`src/rtl/fb_pkg.sv`:
```
// rtl/fb_pkg.sv - shared widths, state encoding and pixel type for the framebuffer write path
package fb_pkg;

  localparam int FB_ADDR_W         = 19;
  localparam int FB_DATA_W         = 4;
  localparam int FB_PIXELS_DEFAULT = 384000;

  typedef enum logic {
    ARB   = 1'b0,
    CLEAR = 1'b1
  } fbws_state_t;

  typedef struct packed {
    logic [FB_ADDR_W-1:0] addr;
    logic [FB_DATA_W-1:0] data;
  } fb_pixel_t;

endpackage

```
`src/rtl/fb_rr_pick2.sv`:
```
// rtl/fb_rr_pick2.sv - combinational round-robin picker granting up to two requesters per cycle
module fb_rr_pick2
  import fb_pkg::*;
#(
  parameter int N     = 4,
  parameter int IDX_W = 2
) (
  input  logic [N-1:0]           valid,
  input  logic [IDX_W-1:0]       rr,
  input  logic [N*FB_ADDR_W-1:0] addr,
  output logic                   g1_valid,
  output logic [IDX_W-1:0]       g1_idx,
  output logic                   g2_valid,
  output logic [IDX_W-1:0]       g2_idx,
  output logic [IDX_W-1:0]       rr_next
);

  logic [FB_ADDR_W-1:0] a [N];

  for (genvar i = 0; i < N; i++) begin : g_addr
    assign a[i] = addr[i*FB_ADDR_W +: FB_ADDR_W];
  end

  always_comb begin
    int j;
    int found;
    int nxt;
    g1_valid = 1'b0;
    g1_idx   = '0;
    g2_valid = 1'b0;
    g2_idx   = '0;
    rr_next  = rr;
    found    = 0;
    nxt      = 0;
    for (int k = 0; k < N; k++) begin
      j = int'(rr) + k;
      if (j >= N) j = j - N;
      if (valid[j] && found == 0) begin
        g1_valid = 1'b1;
        g1_idx   = IDX_W'(j);
        found    = 1;
      end else if (valid[j] && found == 1) begin
        g2_valid = 1'b1;
        g2_idx   = IDX_W'(j);
        found    = 2;
      end
    end
    // Same-address pair: the later client waits so its write lands after the first one.
    if (g2_valid && (a[g2_idx] == a[g1_idx])) g2_valid = 1'b0;
    if (g2_valid) begin
      nxt     = int'(g2_idx) + 1;
      rr_next = (nxt >= N) ? '0 : IDX_W'(nxt);
    end else if (g1_valid) begin
      nxt     = int'(g1_idx) + 1;
      rr_next = (nxt >= N) ? '0 : IDX_W'(nxt);
    end
  end

endmodule

```
`src/rtl/fb_write_scheduler.sv`:
```
// rtl/fb_write_scheduler.sv - shares the two framebuffer write ports between render clients and a post-swap clear engine
module fb_write_scheduler
  import fb_pkg::*;
#(
  parameter int                   NUM_CLIENTS = 4,
  parameter int                   FB_PIXELS   = FB_PIXELS_DEFAULT,
  parameter logic [FB_DATA_W-1:0] CLEAR_COLOR = 4'h0
) (
  input  logic                             clock,
  input  logic                             reset,
  input  logic                             vsync,
  input  logic                             clear_en,
  input  logic [NUM_CLIENTS-1:0]           req_valid,
  input  logic [NUM_CLIENTS*FB_ADDR_W-1:0] req_addr,
  input  logic [NUM_CLIENTS*FB_DATA_W-1:0] req_data,
  output logic [NUM_CLIENTS-1:0]           req_ready,
  output logic [FB_ADDR_W-1:0]             addr_wr1,
  output logic [FB_ADDR_W-1:0]             addr_wr2,
  output logic [FB_DATA_W-1:0]             data_wr1,
  output logic [FB_DATA_W-1:0]             data_wr2,
  output logic                             wr1_en,
  output logic                             wr2_en,
  output logic                             clear_busy,
  output logic                             clear_overrun,
  output logic                             addr_err
);

  localparam int                   IDX_W     = (NUM_CLIENTS > 1) ? $clog2(NUM_CLIENTS) : 1;
  localparam logic [FB_ADDR_W-1:0] LAST_PAIR = FB_ADDR_W'(FB_PIXELS - 2);
  localparam logic [FB_ADDR_W:0]   PIX_LIM   = (FB_ADDR_W + 1)'(FB_PIXELS);

  fbws_state_t          state, state_n;
  logic                 vsync_q;
  logic                 swap;
  logic [FB_ADDR_W-1:0] cc, cc_n, cc_eff;
  logic [IDX_W-1:0]     rr, rr_n, rr_pick;
  logic                 g1_valid, g2_valid;
  logic [IDX_W-1:0]     g1_idx, g2_idx;
  fb_pixel_t            pix [NUM_CLIENTS];
  fb_pixel_t            p1, p2, p1_n, p2_n;
  logic                 ok1, ok2;
  logic                 w1_n, w2_n, ovr_n, aerr_n;

  for (genvar i = 0; i < NUM_CLIENTS; i++) begin : g_unpack
    assign pix[i] = {req_addr[i*FB_ADDR_W +: FB_ADDR_W], req_data[i*FB_DATA_W +: FB_DATA_W]};
  end

  fb_rr_pick2 #(
    .N     (NUM_CLIENTS),
    .IDX_W (IDX_W)
  ) u_pick (
    .valid    (req_valid),
    .rr       (rr),
    .addr     (req_addr),
    .g1_valid (g1_valid),
    .g1_idx   (g1_idx),
    .g2_valid (g2_valid),
    .g2_idx   (g2_idx),
    .rr_next  (rr_pick)
  );

  assign swap       = vsync_q & ~vsync;
  assign clear_busy = (state == CLEAR);
  assign p1         = pix[g1_idx];
  assign p2         = pix[g2_idx];
  assign ok1        = {1'b0, p1.addr} < PIX_LIM;
  assign ok2        = {1'b0, p2.addr} < PIX_LIM;
  // A swap mid-clear restarts the wipe on the new back buffer in this very cycle.
  assign cc_eff     = swap ? '0 : cc;

  always_comb begin
    state_n   = state;
    cc_n      = cc;
    rr_n      = rr;
    p1_n      = '0;
    p2_n      = '0;
    w1_n      = 1'b0;
    w2_n      = 1'b0;
    ovr_n     = 1'b0;
    aerr_n    = 1'b0;
    req_ready = '0;
    case (state)
      ARB: begin
        for (int i = 0; i < NUM_CLIENTS; i++) begin
          req_ready[i] = (g1_valid && (g1_idx == IDX_W'(i))) ||
                         (g2_valid && (g2_idx == IDX_W'(i)));
        end
        if (g1_valid) begin
          p1_n = p1;
          w1_n = ok1;
        end
        if (g2_valid) begin
          p2_n = p2;
          w2_n = ok2;
        end
        // Out-of-range requests are still accepted so the client never stalls.
        aerr_n = (g1_valid && !ok1) || (g2_valid && !ok2);
        rr_n   = rr_pick;
        if (swap && clear_en) begin
          state_n = CLEAR;
          cc_n    = '0;
        end
      end
      CLEAR: begin
        ovr_n     = swap;
        w1_n      = 1'b1;
        w2_n      = 1'b1;
        p1_n.addr = cc_eff;
        p1_n.data = CLEAR_COLOR;
        p2_n.addr = cc_eff + FB_ADDR_W'(1);
        p2_n.data = CLEAR_COLOR;
        cc_n      = cc_eff + FB_ADDR_W'(2);
        if (cc_eff == LAST_PAIR) begin
          state_n = ARB;
          cc_n    = '0;
        end
      end
    endcase
  end

  always_ff @(posedge clock or negedge reset) begin
    if (!reset) begin
      state         <= ARB;
      vsync_q       <= 1'b0;
      cc            <= '0;
      rr            <= '0;
      wr1_en        <= 1'b0;
      wr2_en        <= 1'b0;
      addr_wr1      <= '0;
      addr_wr2      <= '0;
      data_wr1      <= '0;
      data_wr2      <= '0;
      clear_overrun <= 1'b0;
      addr_err      <= 1'b0;
    end else begin
      state         <= state_n;
      vsync_q       <= vsync;
      cc            <= cc_n;
      rr            <= rr_n;
      wr1_en        <= w1_n;
      wr2_en        <= w2_n;
      addr_wr1      <= p1_n.addr;
      addr_wr2      <= p2_n.addr;
      data_wr1      <= p1_n.data;
      data_wr2      <= p2_n.data;
      clear_overrun <= ovr_n;
      addr_err      <= aerr_n;
    end
  end

endmodule

```
`config.mk`:
```
export PLATFORM = sky130hd
export DESIGN_NAME = fb_write_scheduler
export DESIGN_NICKNAME = d
export VERILOG_FILES = /design/src/rtl/fb_pkg.sv /design/src/rtl/fb_rr_pick2.sv /design/src/rtl/fb_write_scheduler.sv
export SDC_FILE = /design/constraint.sdc
export NUM_CORES = 1
export LEC_CHECK = 0
export ABC_AREA = 1
export CELL_PAD_IN_SITES_DETAIL_PLACEMENT = 0
export CELL_PAD_IN_SITES_GLOBAL_PLACEMENT = 1
export CORE_UTILIZATION = 32
export DETAILED_ROUTE_END_ITERATION = 10
export PLACE_DENSITY = 0.77
export SYNTH_ARGS = -nofsm -noshare
export SYNTH_HDL_FRONTEND = slang
export SYNTH_SLANG_ARGS = --single-unit
```
`constraint.sdc`:
```
create_clock -name clock -period 3.9 [get_ports clock]
set_input_delay 0.78 -clock clock [delete_from_list [all_inputs] [get_ports clock]]
set_output_delay 0.78 -clock clock [all_outputs]
set_load 0.02 [all_outputs]
```
==> flow_summary.json <==
{
  "synth_cell_types": 36,
  "drt-met1-wl_um": 12800,
  "grt_pass1_wl_um": 43900,
  "synth-main-ff-cell": "dfrtp_1",
  "antenna_found_initial": 0,
  "start_util_pct": 32.9,
  "ctsHoldBuffers": 0,
  "wl_um": 29700,
  "most-common-layout-cells": "nand2_1 (213), buf_4 (199), nand3_1 (151), clkdlybuf4s50_1 (145), inv_1 (141)",
  "postRouteAntennaNets": 0,
  "grt_pass1_vias": 8330,
  "via_count": 8952,
  "final_common_cell": "nand2_1",
  "synth_top_cell_by_area": "dfrtp_1",
  "power.leakage_nw": 5.84,
  "routed-wl-met2_um": 14300,
  "critPathCaptureType": "output port",
  "max_slew_margin_pct": 40.2,
  "fp-row-count": 52,
  "p_total_mw": 3.32,
  "worstRegToRegCells": 33,
  "slowest_stage": "ha_4",
  "async_reset_ff_share_pct": 100,
  "whs_path_depth": 2,
  "synthTopCellsByArea": "dfrtp_1 (27%), nand2_1 (17%), nand3_1 (16%)",
  "hold_class": "flop to flop",
  "peakVddDrop_uv": 210,
  "post-route-min-period_ns": 4.57,
  "place_congestion": 0.927,
  "critPathRequiredTime_ns": 3.12,
  "drv_slew": 0,
  "ios": 155,
  "clk_path_buf_depth": 2,
  "syn_area_per_cell_um2": 6.07,
  "dr.pass1.iters": 8,
  "root_buffer": "clkbuf_16",
  "critPathKind": "primary input to output port",
  "grt_overflow": 0,
  "yosysTopAreaCellShare_pct": 27.3,
  "endpoint": "req_ready[1]",
  "dieArea_mm2": 0.0215,
  "rsz0062_at_grt": "yes",
  "netlist_instances": 1103,
  "hold_viol_final": 0,
  "min_period_over_period_pct": 117,
  "core_region_area_mm2": 0.0204,
  "nets": 1587,
  "crit_top_cell": "nand2_2",
  "synth_edf_count": 0,
  "grt_max_degree": 74,
  "cts_tree": "done",
  "clock_sinks": 73,
  "r2r_slack_ns": -0.06,
  "ys_warn_count": 0,
  "worstPathArrival_ns": 3.79,
  "wl_met3_um": 1720,
  "synth-seq-cells": 73,
  "die_h_um": 147,
  "syn_nets": 1218,
  "dr.max_layer_used": "met4",
  "critPathMaxStageDelay_ns": 0.26,
  "clock_latency_ns": 0.33,
  "tightest_slew_ns": 0.897,
  "antennaDiodeCount": 0,
  "setup_ws_ns": -0.675,
  "grt.total_usage_pct": 26.1,
  "cts.clk_slew.worst_paths_ns": 0.05,
  "cts-htree-levels": 3,
  "portBuffers": 154,
  "clock_skew_ns": 0.00864,
  "violations": "negative setup slack",
  "ys_seq_area_share_pct": 27.3,
  "area_delta_synth_final_pct": 81.0,
  "setup_tns_ns": -2.87,
  "r2r_start": "rr[0]$_DFFE_PN0P_",
  "via_per_inst": 5.13,
  "r2r-end": "rr[1]$_DFFE_PN0P_",
  "cap_viol_max_count": 0,
  "place_hpwl_um": 20000,
  "clock.fmax_mhz": 219,
  "wl_per_cell_um": 17.0,
  "finalSetupViolCount": 13,
  "cp_max_fo": 8,
  "die_w_um": 147,
  "drive_gt1_share_pct": 34.9,
  "numCtsBuffers": 9,
  "drc": 0,
  "drt_iter0_drc": 671,
  "powerDensity_mw_per_mm2": 274,
  "setup.worst_path.start_class": "primary input",
  "status": "finished with violations",
  "netlist_area_mm2": 0.00670,
  "crit_path_start": "req_valid[2]"
}
==> cell type report <==
type / instances / area (um2)
Multi-Input combinational cell: 809 / 4940
Tap cell: 270 / 338
Clock buffer: 12 / 256
Inverter: 165 / 639
Sequential cell: 73 / 1830
Fill cell: 1892 / 8240
Timing Repair Buffer: 414 / 4110
Clock inverter: 2 / 15.0
==> how the worst min path moves through the flow <==
stage,from,to,slack [ns]
6_report,vsync_q$_DFF_PN0_,clear_overrun$_DFF_PN0_,0.52
5_1_grt,vsync_q$_DFF_PN0_,clear_overrun$_DFF_PN0_,0.55
4_1_cts,vsync_q$_DFF_PN0_,clear_overrun$_DFF_PN0_,0.52
3_5_place_dp,vsync_q$_DFF_PN0_,clear_overrun$_DFF_PN0_,0.52
3_3_place_gp,vsync_q$_DFF_PN0_,clear_overrun$_DFF_PN0_,0.51
2_1_floorplan,reset,addr_err$_DFF_PN0_,0.48
==> cells in the mapped netlist, types with 2 or more instances <==
cell	n
o21ai_1	10
nand3_1	217
buf_6	5
clkbuf_1	23
nor4_1	4
ha_1	15
clkinv_1	2
nand3_2	5
o21ai_0	59
nand3b_1	13
nand2_1	312
buf_4	6
xor2_1	14
nand2_4	2
nand2_2	6
o22ai_1	27
inv_2	5
nor2_1	55
nor3_1	17
dfrtp_1	73
buf_2	21
nand3_4	2
a21oi_1	34
nand4_1	6
inv_1	157
o32ai_1	3
==> metal layers <==
metal	vias up	global-route usage [%]
met2	373	43.0
met4	0	8.65
met1	4188	35.5
li1	4327	-
met5	-	0
met3	64	2.72
==> report_power, final <==
part | leakage (nW) | internal (mW) | switching, mW
sequential | 0.971 | 0.802 | 0.0119
combinational | 4.75 | 0.840 | 0.914
clock | 0.127 | 0.458 | 0.292
total | 5.84 | 2.10 | 1.22
==> state kept, by name (all words and copies together), names as in the netlist <==
name           count
data_wr1           4
clear_overrun      1
vsync_q            1
clear_busy         1
addr_wr2          19
addr_wr1          19
wr1_en             1
data_wr2           4
addr_err           1
cc                19
rr                 2
wr2_en             1
==> cell families after synthesis <==
logic type / share of synthesized area [%]
AO/OA/AOI/OAI: 11.5
AND/OR/NAND/NOR: 42.9
XOR/XNOR: 1.83
adder cells (fa/ha/maj): 2.80
buffers and inverters: 13.7
flip-flops: 27.3
==> stage by stage <==
| stage | instance area [um2] | util (%) | cells | hold slack (ns) | setup slack (ns) |
|---|---|---|---|---|---|
| 2_1_floorplan | 6820 | - | 1103 | 0.481 | -0.226 |
| 3_3_place_gp | 9730 | 47.8 | 1624 | 0.513 | -1.63 |
| 3_5_place_dp | 9730 | 47.8 | 1624 | 0.516 | -1.68 |
| 4_1_cts | 11300 | 55.5 | 1731 | 0.524 | -0.635 |
| 5_1_grt | 12100 | 59.5 | 1745 | 0.550 | -0.870 |
| 6_report | 12100 | 59.5 | 1745 | 0.523 | -0.675 |
==> worst max-delay path, delay by kind of cell <==
family / cells / cell delay [ns]
adder cells (fa/ha/maj): 1 / 0.26
AO/OA/AOI/OAI: 1 / 0.08
AND/OR/NAND/NOR: 19 / 1.76
buffers and inverters: 9 / 0.87
==> repair_timing <==
item                                    CTS  global route
endpoints found under the setup margin   31            29
resized for setup                       139           202
buffers inserted                         89            39
cloned                                    9             5
pin swaps                                67           117
Power figures use the tool's default switching activity.
